$ cat config.mk
export PLATFORM = sky130hd
export DESIGN_NAME = systolic_array_ctrl_flat
export DESIGN_NICKNAME = d
export VERILOG_FILES = /design/src/rtl/systolic_array_ctrl_pkg.sv /design/src/rtl/systolic_array_ctrl_if.sv /design/src/rtl/systolic_array_ctrl_wavefront_gen.sv /design/src/rtl/systolic_array_ctrl.sv /design/src/flat_wrapper.sv
export SDC_FILE = /design/constraint.sdc
export NUM_CORES = 1
export LEC_CHECK = 0
export CORE_MARGIN = 8
export CORE_UTILIZATION = 61
export DETAILED_ROUTE_END_ITERATION = 10
export DONT_BUFFER_PORTS = 1
export HOLD_SLACK_MARGIN = 0.02
export PLACE_DENSITY = 0.77
export SETUP_SLACK_MARGIN = 0.02
export SLEW_MARGIN = 10
export SYNTH_ARGS = -nofsm -noshare
export SYNTH_HDL_FRONTEND = slang
export SYNTH_SLANG_ARGS = --single-unit
$ cat constraint.sdc
create_clock -name clk -period 8.39 [get_ports clk]
set_clock_uncertainty 0.05 [all_clocks]
set_input_delay 1.2585 -clock clk [delete_from_list [all_inputs] [get_ports clk]]
set_output_delay 1.2585 -clock clk [all_outputs]
set_load 0.01 [all_outputs]
$ cat src/rtl/systolic_array_ctrl_pkg.sv
// systolic_pkg: shared types and derived-size helpers for the systolic array
// sequencer.
//   state_t      : sequencer states IDLE / COMPUTE / DRAIN / DONE
//   diag_w()     : DIAG_W    = 2S-1, number of PE diagonals
//   row_idx_w()  : ROW_IDX_W = $clog2(S), width of a row index
//   compute_len(): K+2S-2, cycles spent in COMPUTE
//   cnt_w()      : phase counter width, holds K+2S-2 at the largest K
// The sizes are functions because S is a parameter of the modules that use them.
package systolic_pkg;

  typedef enum logic [1:0] {
    IDLE    = 2'd0,
    COMPUTE = 2'd1,
    DRAIN   = 2'd2,
    DONE    = 2'd3
  } state_t;

  function automatic int unsigned diag_w(input int unsigned s);
    return 2 * s - 1;
  endfunction

  function automatic int unsigned row_idx_w(input int unsigned s);
    return (s > 1) ? $clog2(s) : 1;
  endfunction

  function automatic int unsigned compute_len(input int unsigned k, input int unsigned s);
    return k + 2 * s - 2;
  endfunction

  function automatic int unsigned cnt_w(input int unsigned kw, input int unsigned s);
    return $clog2(compute_len((32'd1 << kw) - 32'd1, s) + 32'd1);
  endfunction

endpackage

$ cat src/rtl/systolic_array_ctrl_if.sv
// systolic_array_ctrl_if: tile command/status handshake of the sequencer.
//   start  : begin a tile (host -> sequencer)
//   abort  : cancel a running tile (host -> sequencer)
//   k_len  : reduction length K, K_WIDTH bits (host -> sequencer)
//   busy   : tile in progress (sequencer -> host)
//   done   : one-cycle completion pulse (sequencer -> host)
// master = host side, slave = sequencer side.
interface systolic_array_ctrl_if #(
  parameter int unsigned K_WIDTH = 10
);

  logic               start;
  logic               abort;
  logic [K_WIDTH-1:0] k_len;
  logic               busy;
  logic               done;

  modport master (
    output start, abort, k_len,
    input  busy, done
  );

  modport slave (
    input  start, abort, k_len,
    output busy, done
  );

endinterface

$ cat src/rtl/systolic_array_ctrl_wavefront_gen.sv
// systolic_wavefront_gen: registered per-diagonal accumulate mask.
//   clk, rst_n : clock, asynchronous active-low reset
//   i_c        : COMPUTE cycle counter value for the coming cycle
//   i_k        : reduction length K
//   i_en       : coming cycle is a COMPUTE cycle
//   i_drain    : coming cycle is a DRAIN cycle (lower S bits forced high)
//   o_mask     : set_reg_compute, bit d high iff d <= c < d+K
module systolic_wavefront_gen
  import systolic_pkg::*;
#(
  parameter  int unsigned SYSTOLIC_SIZE = 16,
  parameter  int unsigned K_WIDTH       = 10,
  parameter  int unsigned CNT_W         = cnt_w(K_WIDTH, SYSTOLIC_SIZE),
  localparam int unsigned DIAG_W        = diag_w(SYSTOLIC_SIZE)
) (
  input  logic               clk,
  input  logic               rst_n,
  input  logic [CNT_W-1:0]   i_c,
  input  logic [K_WIDTH-1:0] i_k,
  input  logic               i_en,
  input  logic               i_drain,
  output logic [DIAG_W-1:0]  o_mask
);

  logic [DIAG_W-1:0] w_mask;

  always_comb begin
    w_mask = '0;
    if (i_drain) begin
      w_mask[SYSTOLIC_SIZE-1:0] = '1;
    end else if (i_en) begin
      // c - d < K is only evaluated once c >= d, so the subtraction never wraps
      for (int unsigned d = 0; d < DIAG_W; d++) begin
        w_mask[d] = (32'(i_c) >= d) && ((32'(i_c) - d) < 32'(i_k));
      end
    end
  end

  always_ff @(posedge clk or negedge rst_n) begin
    if (!rst_n) begin
      o_mask <= '0;
    end else begin
      o_mask <= w_mask;
    end
  end

endmodule

$ cat src/rtl/systolic_array_ctrl.sv
// systolic_array_ctrl: tile sequencer for an S x S PE array.
// One accepted start runs COMPUTE (K+2S-2 cycles, skewed operand feed and
// per-diagonal accumulate windows), DRAIN (S cycles, bottom-row shift-out)
// and a one-cycle DONE.
//   clk, rst_n      : clock, asynchronous active-low reset
//   ctl             : slave side of systolic_array_ctrl_if (start/abort/k_len/busy/done)
//   feed_rd_en      : operand buffer read enable (top and left)
//   set_reg_compute : per-diagonal accumulate enable, bit d = PEs with i+j=d
//   set_reg_write   : per-row shift enable for rows 1..S-1 during drain
//   ofm_write_en    : array in drain mode
//   sel_mux         : PE psum mux, 0 = accumulate, 1 = pass psum_in down
//   ofm_valid       : result bus holds a valid row
//   ofm_row_idx     : array row currently on the result bus
//   tile_cycles     : busy-cycle count of current/last tile (only with
//                     SYSTOLIC_CTRL_PERF_CNT_EN defined)
module systolic_array_ctrl
  import systolic_pkg::*;
#(
  parameter  int unsigned SYSTOLIC_SIZE = 16,
  parameter  int unsigned DATA_WIDTH    = 8,
  parameter  int unsigned K_WIDTH       = 10,
  localparam int unsigned DIAG_W        = diag_w(SYSTOLIC_SIZE),
  localparam int unsigned ROW_IDX_W     = row_idx_w(SYSTOLIC_SIZE)
) (
  input  logic                     clk,
  input  logic                     rst_n,
  systolic_array_ctrl_if.slave     ctl,
  output logic                     feed_rd_en,
  output logic [DIAG_W-1:0]        set_reg_compute,
  output logic [SYSTOLIC_SIZE-2:0] set_reg_write,
  output logic                     ofm_write_en,
  output logic                     sel_mux,
  output logic                     ofm_valid,
`ifdef SYSTOLIC_CTRL_PERF_CNT_EN
  output logic [31:0]              tile_cycles,
`endif
  output logic [ROW_IDX_W-1:0]     ofm_row_idx
);

  localparam int unsigned S     = SYSTOLIC_SIZE;
  localparam int unsigned CNT_W = cnt_w(K_WIDTH, S);

  // DATA_WIDTH only documents the psum width (2*DATA_WIDTH) of the array.
  if (DATA_WIDTH == 0 || S < 2) begin : g_cfg_err
    $error("systolic_array_ctrl: unsupported SYSTOLIC_SIZE/DATA_WIDTH");
  end

  state_t             r_state;
  state_t             w_nxt_state;
  logic [CNT_W-1:0]   r_cnt;
  logic [CNT_W-1:0]   w_nxt_cnt;
  logic [CNT_W-1:0]   w_last_c;
  logic [K_WIDTH-1:0] r_k;
  logic [K_WIDTH-1:0] w_nxt_k;
  logic               w_start_ok;
  logic               w_nxt_drain;
  logic               r_busy;
  logic               r_done;

  assign w_start_ok  = (r_state == IDLE) && ctl.start && (ctl.k_len != '0);
  assign w_last_c    = CNT_W'(compute_len(32'(r_k), S) - 32'd1);
  assign w_nxt_drain = (w_nxt_state == DRAIN);

  always_comb begin
    w_nxt_state = r_state;
    w_nxt_cnt   = r_cnt;
    w_nxt_k     = r_k;
    unique case (r_state)
      IDLE: begin
        if (w_start_ok) begin
          w_nxt_state = COMPUTE;
          w_nxt_cnt   = '0;
          w_nxt_k     = ctl.k_len;
        end
      end
      COMPUTE: begin
        if (ctl.abort) begin
          w_nxt_state = IDLE;
          w_nxt_cnt   = '0;
        end else if (r_cnt == w_last_c) begin
          w_nxt_state = DRAIN;
          w_nxt_cnt   = '0;
        end else begin
          w_nxt_cnt = r_cnt + CNT_W'(1);
        end
      end
      DRAIN: begin
        if (ctl.abort) begin
          w_nxt_state = IDLE;
          w_nxt_cnt   = '0;
        end else if (r_cnt == CNT_W'(S - 1)) begin
          w_nxt_state = DONE;
          w_nxt_cnt   = '0;
        end else begin
          w_nxt_cnt = r_cnt + CNT_W'(1);
        end
      end
      DONE: begin
        w_nxt_state = IDLE;
        w_nxt_cnt   = '0;
      end
      default: begin
        w_nxt_state = IDLE;
        w_nxt_cnt   = '0;
      end
    endcase
  end

  // Outputs are registered from the next state/counter so that each output
  // lines up with the cycle the state register describes.
  always_ff @(posedge clk or negedge rst_n) begin
    if (!rst_n) begin
      r_state       <= IDLE;
      r_cnt         <= '0;
      r_k           <= '0;
      r_busy        <= 1'b0;
      r_done        <= 1'b0;
      feed_rd_en    <= 1'b0;
      set_reg_write <= '0;
      ofm_write_en  <= 1'b0;
      sel_mux       <= 1'b0;
      ofm_valid     <= 1'b0;
      ofm_row_idx   <= '0;
    end else begin
      r_state       <= w_nxt_state;
      r_cnt         <= w_nxt_cnt;
      r_k           <= w_nxt_k;
      r_busy        <= (w_nxt_state != IDLE);
      r_done        <= (w_nxt_state == DONE);
      feed_rd_en    <= (w_nxt_state == COMPUTE) && (w_nxt_cnt < CNT_W'(w_nxt_k));
      set_reg_write <= w_nxt_drain ? '1 : '0;
      ofm_write_en  <= w_nxt_drain;
      sel_mux       <= w_nxt_drain;
      ofm_valid     <= w_nxt_drain;
      ofm_row_idx   <= w_nxt_drain ? ROW_IDX_W'(S - 1 - 32'(w_nxt_cnt)) : '0;
    end
  end

  assign ctl.busy = r_busy;
  assign ctl.done = r_done;

  systolic_wavefront_gen #(
    .SYSTOLIC_SIZE (S),
    .K_WIDTH       (K_WIDTH),
    .CNT_W         (CNT_W)
  ) u_wavefront (
    .clk     (clk),
    .rst_n   (rst_n),
    .i_c     (w_nxt_cnt),
    .i_k     (w_nxt_k),
    .i_en    (w_nxt_state == COMPUTE),
    .i_drain (w_nxt_drain),
    .o_mask  (set_reg_compute)
  );

`ifdef SYSTOLIC_CTRL_PERF_CNT_EN
  logic [31:0] r_tile_cycles;

  always_ff @(posedge clk or negedge rst_n) begin
    if (!rst_n) begin
      r_tile_cycles <= '0;
    end else if (w_start_ok) begin
      r_tile_cycles <= '0;
    end else if (r_busy && (r_tile_cycles != '1)) begin
      r_tile_cycles <= r_tile_cycles + 32'd1;
    end
  end

  assign tile_cycles = r_tile_cycles;
`endif

endmodule

$ cat src/flat_wrapper.sv
// flat-port wrapper written by rule: the top's interface ports become plain ports
module systolic_array_ctrl_flat import systolic_pkg::*;
#(
  parameter  int unsigned SYSTOLIC_SIZE = 16,
  parameter  int unsigned DATA_WIDTH    = 8,
  parameter  int unsigned K_WIDTH       = 10,
  localparam int unsigned DIAG_W        = diag_w(SYSTOLIC_SIZE),
  localparam int unsigned ROW_IDX_W     = row_idx_w(SYSTOLIC_SIZE)
)
  (clk, rst_n, feed_rd_en, set_reg_compute, set_reg_write, ofm_write_en, sel_mux, ofm_valid, ofm_row_idx, ctl_start, ctl_abort, ctl_k_len, ctl_busy, ctl_done);
  systolic_array_ctrl_if #(.K_WIDTH(K_WIDTH)) ctl_i ();
  input  logic clk;
  input  logic rst_n;
  output logic feed_rd_en;
  output logic [DIAG_W-1:0] set_reg_compute;
  output logic [SYSTOLIC_SIZE-2:0] set_reg_write;
  output logic ofm_write_en;
  output logic sel_mux;
  output logic ofm_valid;
  output logic [ROW_IDX_W-1:0] ofm_row_idx;
  input wire logic [$bits(ctl_i.start)-1:0] ctl_start;
  input wire logic [$bits(ctl_i.abort)-1:0] ctl_abort;
  input wire logic [$bits(ctl_i.k_len)-1:0] ctl_k_len;
  output wire logic [$bits(ctl_i.busy)-1:0] ctl_busy;
  output wire logic [$bits(ctl_i.done)-1:0] ctl_done;
  assign ctl_i.start = ctl_start;
  assign ctl_i.abort = ctl_abort;
  assign ctl_i.k_len = ctl_k_len;
  assign ctl_busy = ctl_i.busy;
  assign ctl_done = ctl_i.done;
  systolic_array_ctrl #(.SYSTOLIC_SIZE(SYSTOLIC_SIZE), .DATA_WIDTH(DATA_WIDTH), .K_WIDTH(K_WIDTH)) u_core (.clk(clk), .rst_n(rst_n), .ctl(ctl_i), .feed_rd_en(feed_rd_en), .set_reg_compute(set_reg_compute), .set_reg_write(set_reg_write), .ofm_write_en(ofm_write_en), .sel_mux(sel_mux), .ofm_valid(ofm_valid), .ofm_row_idx(ofm_row_idx));
endmodule
==> metrics.yaml <==
slowest_delay_ps: 1020
grt_pass1_vias: 11604
period_minus_slack_ps: 8070
core-area_sq_um: 19300
critPathLaunchType: "flop"
irDropWorstVdd_mv: 0.169
ys_seq_area_frac: 0.130
syn_to_final_growth_pct: 4.37
cts_made_buffers: 9
cts_tree: "built"
postCtsResizedCells: 0
crit_family: "compound AO/OA/AOI/OAI gates"
grt.total_usage: 0.362
post_cts_buffers: 0
drv_cap: 0
cp.arrival_ps: 8190
grt_max_degree: 63
antenna_found_initial: 1
drt_first_iter_violations: 1237
regArea_sq_um: 1550
holdCritPathClass: "in2async"
yosysTopAreaCell: "ha_1"
h-tree-depth: 3
holdWs_ps: 541
dp_hpwl_um: 30200
required_ps: 8510
syn-mean-instance-area_sq_um: 7.98
clockRootBuffer: "clkbuf_16"
fin_nets: 1696
vias_per_cell: 6.91
io_pins: 70
synth_top_area_share: 0.251
synth_ff_type: "dfrtp_1"
netlist_instances: 1491
crit_chain: "ha_1, nor4_4, nor2b_1, xnor2_1, o2111ai_1, a2111oi_2, a31oi_2, buf_4, inv_2, ha_1, inv_1, nor2_2, nand2_1, xnor2_1, ha_1, and3_1, a41oi_1, nand3_1, o41ai_1"
wl_um: 43600
clock_sinks: 62
rsz0062_at_grt: "no"
ant_nets: 0
synth_edf_count: 0
synth_nets: 1744
grt_pass1_wl_um: 67200
worstSkewPairLatency_ps: 360
period_share: 0.962
hold_violations: 0
clkTransAtPathRegs_ps: 60
fillers: 1691
multi_input_area_sq_um: 9720
status: "finished clean"
yosysWarnings: 0
crit_buf_inv: 3
crit_type: "reg2reg"
firstDrtPassIters: 6
setup_tns_ps: 0
crit_top_cell: "ha_1"
leakage_nw: 5.82
pwr_density_cell_nw_per_um2: 414
row_count: 51
die-height_um: 156
setup_viol: 0
max-slew-margin-rel: 0.155
cts_max_path_buffers: 2
path_max_fanout: 30
critPathCaptureType: "flop"
netlist_top_cells_area: "ha_1 25%, dfrtp_1 13%, xnor2_1 12%"
gp_congestion: 1.03
tightestPinTransition_ps: 1260
max_freq_ghz: 0.124
dieArea_sq_um: 24200
wl_per_cell_um: 25.4
route.detailed.drc: 0
synthDistinctLibCells: 84
routed-via-count: 11844
slowest_stage: "ha_1"
io_buffers: 0
final_max_slew_viol_count: 0
cts_hold_buffers: 0
layout-drive-gt1-share: 0.0760
initial_core_util: 0.616
synth_area_sq_um: 11900
async_flop_share: 1.00
grt_overflow: 0
die_x_um: 156
ys_ff_latch: 62
[kinds of logic (layout without fill, tap and decap cells)]
group                      Yosys count  count (layout)  synth area share
and+or+nand+nor                    449             449             0.189
AOI/OAI and AO/OA                  360             360             0.206
adders and majority gates          239             239             0.251
xor gates and xnor gates           204             204             0.150
buffers and inverters              166             123            0.0638
DFF                                 62              62             0.130
muxes                               11              11           0.00925
other                                0               1                 0
[worst reg2reg max path: stages (launching register included)]
cell	delay [ps]
dfrtp_1	430
ha_1	290
nor4_4	370
nor2b_1	100
xnor2_1	210
o2111ai_1	560
a2111oi_2	570
a31oi_2	70
buf_4	280
inv_2	740
ha_1	1060
inv_1	480
nor2_2	770
nand2_1	160
xnor2_1	160
ha_1	310
and3_1	200
a41oi_1	210
nand3_1	100
o41ai_1	770
[layer usage]
layer	track usage	share of wire
met3	0.0961	0.12
met4	0.247	0.067
met5	0	0.00030
met2	0.547	0.42
met1	0.444	0.39
[sequential cells by signal, indices dropped and copies added, names as in the netlist]
name / count
u_core.ofm_row_idx: 4
u_core.r_k: 10
u_core.u_wavefront.o_mask: 31
u_core.r_cnt: 11
u_core.feed_rd_en: 1
u_core.ctl.busy: 1
u_core.r_state: 2
u_core.ctl.done: 1
u_core.set_reg_write: 1
[cell usage after synthesis (34+ instances only)]
cell type,instances
o21ai_0,48
xnor2_1,163
buf_2,34
ha_1,239
nand3_1,53
inv_1,73
dfrtp_1,62
nor2_1,81
a21o_1,40
xor2_1,41
nand2_1,156
a21oi_1,118
[power by group]
group          leakage (nW)  total (W)  switching, W  internal [W]
clock network         0.143   0.000411      0.000177      0.000234
logic                  4.85    0.00429       0.00262       0.00168
registers             0.823   0.000435     0.0000880      0.000347
total                  5.82    0.00514       0.00288       0.00226
[worst paths after layout]
path / slack [ps] / from / cells after the start / endpoint
worst min-delay path: 540 / rst_n / 0 / u_core.r_cnt[10]
max in group asynchronous: 7630 / rst_n / 0 / u_core.u_wavefront.o_mask[17]
worst max-delay path: 320 / u_core.r_k[0] / 19 / u_core.u_wavefront.o_mask[12]
worst max register to register: 320 / u_core.r_k[0] / 19 / u_core.u_wavefront.o_mask[12]
min in group clk: 630 / u_core.r_state[1] / 1 / u_core.ctl.done
worst min register to register: 630 / u_core.r_state[1] / 1 / u_core.ctl.done
[through the flow]
step	area [sq um]	setup slack, ps	power, W	instances	util
finish	12400	321	0.00514	1714	0.643
global route	12400	258	0.00560	1713	0.642
CTS	12400	856	0.00501	1713	0.642
global placement	12100	951	0.00448	1697	0.627
floorplan	11900	3000	0.00347	1491	-
detailed placement	12100	897	0.00457	1697	0.627
[layout make-up]
type	count	area share
timing repair buffer	29	0.0175
inverter	78	0.0236
clock inverter	7	0.00645
sequential	62	0.125
multi-input combinational	1263	0.782
clock buffer	9	0.0181
tap	265	0.0267
antenna	1	0.000201
[cell usage in the layout, fill, tap and decap left out, drive strengths merged, types with 4 or more instances in the layout]
master / instances
nand3: 53
ha: 239
nor2: 85
a2111oi: 15
o2111ai: 9
nor2b: 33
a41oi: 5
o21ai: 52
nand2: 157
a21oi: 119
a211oi: 11
nor3: 27
o21a: 4
dfrtp: 62
or3: 8
a311oi: 5
xor2: 41
mux2i: 11
o211ai: 14
nand2b: 15
buf: 29
clkbuf: 9
and3: 19
a31oi: 30
o41ai: 5
nand4: 15
inv: 81
o31ai: 13
xnor2: 163
a21o: 40
a211o: 4
nor4: 13
o2111a: 4
or2: 10
Power figures use the tool's default switching activity.
